### src/rtl/rapcore_spi_controller_if.sv
// Word stream and SPI pin bundle for the rapcore host-side SPI controller.
// The controller connects to the slave modport; the word source and peripheral use master.
interface rapcore_spi_controller_if #(
  parameter int unsigned WORD_W = 64
);
  logic [WORD_W-1:0] tx_data;
  logic              tx_valid;
  logic              tx_last;
  logic              tx_ready;
  logic [WORD_W-1:0] rx_data;
  logic              rx_valid;
  logic              busy;
  logic              SCK;
  logic              CS;
  logic              COPI;
  logic              CIPO;

  modport master (
    output tx_data, tx_valid, tx_last, CIPO,
    input  tx_ready, rx_data, rx_valid, busy, SCK, CS, COPI
  );

  modport slave (
    input  tx_data, tx_valid, tx_last, CIPO,
    output tx_ready, rx_data, rx_valid, busy, SCK, CS, COPI
  );
endinterface

### src/rtl/rapcore_spi_controller.sv
// Host-side SPI mode-0 controller: serialises 64-bit words MSB-first and captures the reply.
// Bursts keep CS low between words; every output is driven from a flop.
module rapcore_spi_controller #(
  parameter int unsigned WORD_W   = 64,
  parameter int unsigned CLK_DIV  = 4,
  parameter int unsigned CS_SETUP = 2,
  parameter int unsigned CS_HOLD  = 2
) (
  input  logic                     CLK,
  input  logic                     reset,
  rapcore_spi_controller_if.slave  bus
);
  localparam int unsigned PH_MAX = (CLK_DIV > CS_SETUP)
                                   ? ((CLK_DIV  > CS_HOLD) ? CLK_DIV  : CS_HOLD)
                                   : ((CS_SETUP > CS_HOLD) ? CS_SETUP : CS_HOLD);
  localparam int unsigned PH_W  = $clog2(PH_MAX + 1);
  localparam int unsigned BIT_W = $clog2(WORD_W + 1);

  localparam logic [PH_W-1:0]  DIV_LD   = PH_W'(CLK_DIV - 1);
  localparam logic [PH_W-1:0]  SETUP_LD = PH_W'(CS_SETUP - 1);
  localparam logic [PH_W-1:0]  HOLD_LD  = PH_W'(CS_HOLD - 1);
  localparam logic [BIT_W-1:0] BITS_LD  = BIT_W'(WORD_W);

  typedef enum logic [2:0] {IDLE, SETUP, SCK_HI, SCK_LO, WAIT_NEXT, HOLD} state_e;

  state_e             state_q, state_d;
  logic [PH_W-1:0]    ph_q, ph_d;
  logic [BIT_W-1:0]   bit_q, bit_d;
  logic [WORD_W-1:0]  tx_sr_q, tx_sr_d;
  logic [WORD_W-1:0]  rx_sr_q, rx_sr_d;
  logic               last_q, last_d;
  logic               hold_hi_q, hold_hi_d;
  logic               word_done;

  logic               tx_ready_q, tx_ready_d;
  logic               busy_q, busy_d;
  logic               cs_q, cs_d;
  logic               sck_q, sck_d;
  logic               copi_q, copi_d;
  logic               rx_valid_q, rx_valid_d;
  logic [WORD_W-1:0]  rx_data_q, rx_data_d;

  logic accept;
  logic ph_done;

  assign accept  = bus.tx_valid && tx_ready_q;
  assign ph_done = (ph_q == '0);

  // State and datapath register
  always_ff @(posedge CLK or posedge reset) begin
    if (reset) begin
      state_q    <= IDLE;
      ph_q       <= '0;
      bit_q      <= '0;
      tx_sr_q    <= '0;
      rx_sr_q    <= '0;
      last_q     <= 1'b0;
      hold_hi_q  <= 1'b0;
      tx_ready_q <= 1'b1;
      busy_q     <= 1'b0;
      cs_q       <= 1'b1;
      sck_q      <= 1'b0;
      copi_q     <= 1'b0;
      rx_valid_q <= 1'b0;
      rx_data_q  <= '0;
    end else begin
      state_q    <= state_d;
      ph_q       <= ph_d;
      bit_q      <= bit_d;
      tx_sr_q    <= tx_sr_d;
      rx_sr_q    <= rx_sr_d;
      last_q     <= last_d;
      hold_hi_q  <= hold_hi_d;
      tx_ready_q <= tx_ready_d;
      busy_q     <= busy_d;
      cs_q       <= cs_d;
      sck_q      <= sck_d;
      copi_q     <= copi_d;
      rx_valid_q <= rx_valid_d;
      rx_data_q  <= rx_data_d;
    end
  end

  // Next state; the phase counter reloads on every state entry
  always_comb begin
    state_d   = state_q;
    ph_d      = ph_q;
    bit_d     = bit_q;
    tx_sr_d   = tx_sr_q;
    rx_sr_d   = rx_sr_q;
    last_d    = last_q;
    hold_hi_d = hold_hi_q;
    word_done = 1'b0;
    if (!ph_done) ph_d = ph_q - PH_W'(1);

    unique case (state_q)
      IDLE: begin
        if (accept) begin
          state_d = SETUP;
          ph_d    = SETUP_LD;
          tx_sr_d = bus.tx_data;
          last_d  = bus.tx_last;
          bit_d   = BITS_LD;
        end
      end
      SETUP: begin
        if (ph_done) begin
          state_d = SCK_HI;
          ph_d    = DIV_LD;
        end
      end
      SCK_HI: begin
        // Falling SCK edge: capture CIPO and present the next COPI bit together
        if (ph_done) begin
          state_d = SCK_LO;
          ph_d    = DIV_LD;
          rx_sr_d = {rx_sr_q[WORD_W-2:0], bus.CIPO};
          tx_sr_d = {tx_sr_q[WORD_W-2:0], 1'b0};
          bit_d   = bit_q - BIT_W'(1);
        end
      end
      SCK_LO: begin
        if (ph_done) begin
          if (bit_q == '0) begin
            word_done = 1'b1;
            if (last_q) begin
              state_d   = HOLD;
              ph_d      = HOLD_LD;
              hold_hi_d = 1'b0;
            end else begin
              state_d = WAIT_NEXT;
            end
          end else begin
            state_d = SCK_HI;
            ph_d    = DIV_LD;
          end
        end
      end
      WAIT_NEXT: begin
        if (accept) begin
          state_d = SCK_HI;
          ph_d    = DIV_LD;
          tx_sr_d = bus.tx_data;
          last_d  = bus.tx_last;
          bit_d   = BITS_LD;
        end
      end
      HOLD: begin
        // Two equal halves: CS still low, then CS high as the minimum gap
        if (ph_done) begin
          if (hold_hi_q) begin
            state_d = IDLE;
          end else begin
            hold_hi_d = 1'b1;
            ph_d      = HOLD_LD;
          end
        end
      end
      default: state_d = IDLE;
    endcase
  end

  // Output values for the next cycle, derived from the next state
  always_comb begin
    tx_ready_d = (state_d == IDLE) || (state_d == WAIT_NEXT);
    busy_d     = (state_d != IDLE);
    sck_d      = (state_d == SCK_HI);
    cs_d       = !((state_d inside {SETUP, SCK_HI, SCK_LO, WAIT_NEXT}) ||
                   ((state_d == HOLD) && !hold_hi_d));
    copi_d     = tx_sr_d[WORD_W-1];
    rx_valid_d = word_done;
    rx_data_d  = word_done ? rx_sr_q : rx_data_q;
  end

  assign bus.tx_ready = tx_ready_q;
  assign bus.busy     = busy_q;
  assign bus.CS       = cs_q;
  assign bus.SCK      = sck_q;
  assign bus.COPI     = copi_q;
  assign bus.rx_valid = rx_valid_q;
  assign bus.rx_data  = rx_data_q;
endmodule
### src/flat_wrapper.sv
// flat-port wrapper written by rule: the top's interface ports become plain ports
module rapcore_spi_controller_flat 
#(
  parameter int unsigned WORD_W   = 64,
  parameter int unsigned CLK_DIV  = 4,
  parameter int unsigned CS_SETUP = 2,
  parameter int unsigned CS_HOLD  = 2
)
  (CLK, reset, bus_tx_data, bus_tx_valid, bus_tx_last, bus_CIPO, bus_tx_ready, bus_rx_data, bus_rx_valid, bus_busy, bus_SCK, bus_CS, bus_COPI);
  rapcore_spi_controller_if #(.WORD_W(WORD_W)) bus_i ();
  input  logic CLK;
  input  logic reset;
  input wire logic [$bits(bus_i.tx_data)-1:0] bus_tx_data;
  input wire logic [$bits(bus_i.tx_valid)-1:0] bus_tx_valid;
  input wire logic [$bits(bus_i.tx_last)-1:0] bus_tx_last;
  input wire logic [$bits(bus_i.CIPO)-1:0] bus_CIPO;
  output wire logic [$bits(bus_i.tx_ready)-1:0] bus_tx_ready;
  output wire logic [$bits(bus_i.rx_data)-1:0] bus_rx_data;
  output wire logic [$bits(bus_i.rx_valid)-1:0] bus_rx_valid;
  output wire logic [$bits(bus_i.busy)-1:0] bus_busy;
  output wire logic [$bits(bus_i.SCK)-1:0] bus_SCK;
  output wire logic [$bits(bus_i.CS)-1:0] bus_CS;
  output wire logic [$bits(bus_i.COPI)-1:0] bus_COPI;
  assign bus_i.tx_data = bus_tx_data;
  assign bus_i.tx_valid = bus_tx_valid;
  assign bus_i.tx_last = bus_tx_last;
  assign bus_i.CIPO = bus_CIPO;
  assign bus_tx_ready = bus_i.tx_ready;
  assign bus_rx_data = bus_i.rx_data;
  assign bus_rx_valid = bus_i.rx_valid;
  assign bus_busy = bus_i.busy;
  assign bus_SCK = bus_i.SCK;
  assign bus_CS = bus_i.CS;
  assign bus_COPI = bus_i.COPI;
  rapcore_spi_controller #(.WORD_W(WORD_W), .CLK_DIV(CLK_DIV), .CS_SETUP(CS_SETUP), .CS_HOLD(CS_HOLD)) u_core (.CLK(CLK), .reset(reset), .bus(bus_i));
endmodule
### config.mk
export PLATFORM = sky130hd
export DESIGN_NAME = rapcore_spi_controller_flat
export DESIGN_NICKNAME = d
export VERILOG_FILES = /design/src/rtl/rapcore_spi_controller_if.sv /design/src/rtl/rapcore_spi_controller.sv /design/src/flat_wrapper.sv
export SDC_FILE = /design/constraint.sdc
export NUM_CORES = 1
export LEC_CHECK = 0
export ABC_AREA = 0
export CAP_MARGIN = 20
export CORE_MARGIN = 10
export CORE_UTILIZATION = 25
export CTS_CLUSTER_DIAMETER = 150
export CTS_CLUSTER_SIZE = 40
export DETAILED_ROUTE_END_ITERATION = 7
export PLACE_DENSITY_LB_ADDON = 0.2
export SLEW_MARGIN = 10
export SYNTH_ARGS = -nofsm -noshare
export SYNTH_HDL_FRONTEND = slang
export SYNTH_SLANG_ARGS = --single-unit
### constraint.sdc
create_clock -name CLK -period 8.9 [get_ports CLK]
set_input_delay 0.89 -clock CLK [delete_from_list [all_inputs] [get_ports CLK]]
set_output_delay 0.89 -clock CLK [all_outputs]
set_load 0.01 [all_outputs]
==> qor.yml <==
path_max_fanout: 58
synthDominantCellAreaShare_pct: 58.8
num_antenna_cells: 0
worst_pin_slew_ns: 1.03
drc_errors: 0
cts_resized: 0
finalCriticalPeriod_ns: 2.95
synth_top_area_cell: "dfrtp_1"
final_max_slew_viol_count: 0
cts_setup_buffers: 0
worstHoldStart: "u_core.rx_sr_q[34]$_DFFE_PP0P_"
holdPathEnd: "u_core.bus.rx_data[34]$_DFFE_PP0P_"
initial_core_util_pct: 25.2
grt_max_degree: 128
syn_to_final_growth_pct: 23.0
worstSetupStartpointType: "register"
clock_sinks: 212
synth_edf_count: 0
slowest_delay_ns: 0.73
cap_viol_max_count: 0
wl_mm: 19.9
die_w_um: 209
fin_tns_setup_ns: 0
fin_cells: 1248
drive_gt1_share_pct: 19.4
synthTopCellsByArea: "dfrtp_1 (59%), mux2_2 (12%), mux2i_1 (7.3%)"
p_leak_nw: 4.81
yosys_warnings: 0
cts.clk_slew.worst_paths_ns: 0.15
drt_iter0_drc: 240
pin_count: 139
ys_seq_area_share_pct: 59.4
cts_tree: "yes"
fin_total_pwr_mw: 2.37
clkLatencyLatePin_ns: 0.50
yosysMostFrequentCell: "dfrtp_1"
r2r_start: "u_core.ph_q[0]$_DFF_PP0_"
crit_chain: "inv_1, ha_1, and4bb_2, nand3b_1, buf_4, o211ai_1, or3_1"
first_pass_iters: 4
ys_types: 44
ys_ff_latch: 212
crit_buf_inv: 2
hold_ws_ns: 0.506
r2r_cells: 7
status: "complete, no violations"
syn-num-nets: 746
grt_pass1_wl_mm: 32.3
synthCells: 673
timing.fmax_ghz: 0.339
cts_root_buf: "clkbuf_16"
ys.flop_type: "dfrtp_1"
grt_pass1_vias: 5614
dp_cells: 1236
portBuffers: 138
r2r-end: "u_core.bus.busy$_DFF_PP0_"
numCtsBuffers: 9
via_per_inst: 4.28
h-tree-depth: 1
grtUsageTotal_pct: 8.92
setup_viol: 0
arrival_ns: 3.34
dp_hpwl_mm: 12.9
critPathSlowestCell: "buf_4"
rsz0062_at_grt: "false"
cp_top_family: "simple AND/OR/NAND/NOR gates"
finalClockSkew_ns: 0.0398
slew_headroom_pct: 31.5
coreArea_sq_um: 35400
clock_path_buffers: 3
critical_path_class: "register to register"
overflow: 0
async_reset_ff_share_pct: 100
hold_viol: 0
drtAntennaViolNets: 0
synthTopCellsByCount: "dfrtp_1 (210), mux2_2 (97), nor2_1 (81), a21oi_1 (67), mux2i_1 (65)"
ff2ff_setup_slack_ns: 5.95
whs_path_depth: 1
ir_drop_uv: 118
route.vias.total: 5338
row_count: 69
fin_crit_sh_pct: 33.2
dieArea_sq_um: 43700
antenna_found_initial: 1
routabilityCongestion: 0.726
hold_path.class: "register to register"
cp-end-kind: "register"
syn-cell-area_sq_um: 8930
cts_hold_buffers: 0
worstPathRequired_ns: 9.28
fp.dieH_um: 209
wl_per_cell_um: 16.0
layout.nets: 860
powerDensity_nw_per_um2: 216
syn_area_per_cell_sq_um: 13.3
==> power breakdown <==
group	total (mW)	leakage, nW	internal (mW)	switching, mW
combinational	0.588	1.91	0.284	0.304
sequential	1.27	2.77	1.15	0.120
clock	0.515	0.127	0.194	0.321
==> sequential cells by signal, indices dropped and copies added (netlist names) <==
register	cells
u_core.bus.rx_data	64
u_core.rx_sr_q	64
u_core.tx_sr_q	63
u_core.bit_q	7
u_core.ph_q	3
u_core.state_q	3
u_core.bus.COPI	1
u_core.bus.CS	1
u_core.bus.SCK	1
u_core.bus.busy	1
u_core.bus.rx_valid	1
u_core.bus.tx_ready	1
u_core.hold_hi_q	1
u_core.last_q	1
==> through the flow <==
stage	util, %	instance area (sq um)	worst slack [ns]
after floorplan	-	8930	2.22
after global placement	30.2	10700	5.29
after detailed placement	30.2	10700	5.34
after CTS	30.9	11000	5.84
after global routing	31.0	11000	5.68
final	31.0	11000	5.95
==> area by class of cell <==
class,count,area [sq um]
inverters,11,48.8
flip-flops and latches,212,5310
well taps,461,577
clock buffers,9,225
clock inverters,2,31.3
multi-input cells,409,3350
repair buffers,144,1450
fillers,3628,24400
==> placed cells by master (no fill, tap or decap), types with 4 or more instances in the layout <==
master           count
mux2_4              27
clkbuf_16            9
nand2_1              9
ha_1                 4
inv_1                8
nor2_1              80
a21oi_1             67
dfrtp_1            210
clkdlybuf4s50_1    138
mux2_2              97
o21ai_0              7
buf_4                5
mux2i_1             65
mux2_1               4
xor2_1               5
nand4_1              4
==> metal layers <==
layer | GRT usage (%) | routed length, um | vias to the layer above
met5 | 0 | 13 | -
met4 | 1.89 | 280 | 2
met3 | 2.55 | 1180 | 21
met2 | 13.0 | 8270 | 105
met1 | 12.8 | 10200 | 2649
li1 | - | - | 2561
==> kinds of logic (layout without fill, tap and decap cells) <==
| family | count (synthesis) | in the layout | synth area share, % |
|---|---|---|---|
| mux | 193 | 193 | 24.6 |
| simple gates | 117 | 117 | 6.11 |
| fa+ha+maj | 4 | 4 | 0.560 |
| flops | 212 | 212 | 59.4 |
| buf+inv | 52 | 166 | 3.32 |
| compound gates | 90 | 90 | 5.53 |
| xor+xnor | 5 | 5 | 0.490 |
==> worst max-delay path by stage <==
stage	slack (ns)	endpoint	depth (start not counted)	start
final	5.95	u_core.bus.busy$_DFF_PP0_	7	u_core.ph_q[0]$_DFF_PP0_
after global placement	5.29	u_core.tx_sr_q[14]$_DFFE_PP0P_	4	reset
after global routing	5.68	u_core.bus.tx_ready$_DFF_PP1_	7	u_core.ph_q[0]$_DFF_PP0_
after floorplan	2.22	u_core.bit_q[0]$_DFFE_PP0P_	1	reset
after CTS	5.84	u_core.bus.busy$_DFF_PP0_	7	u_core.ph_q[0]$_DFF_PP0_
after detailed placement	5.34	u_core.tx_sr_q[13]$_DFFE_PP0P_	4	reset
Power figures use the tool's default switching activity.
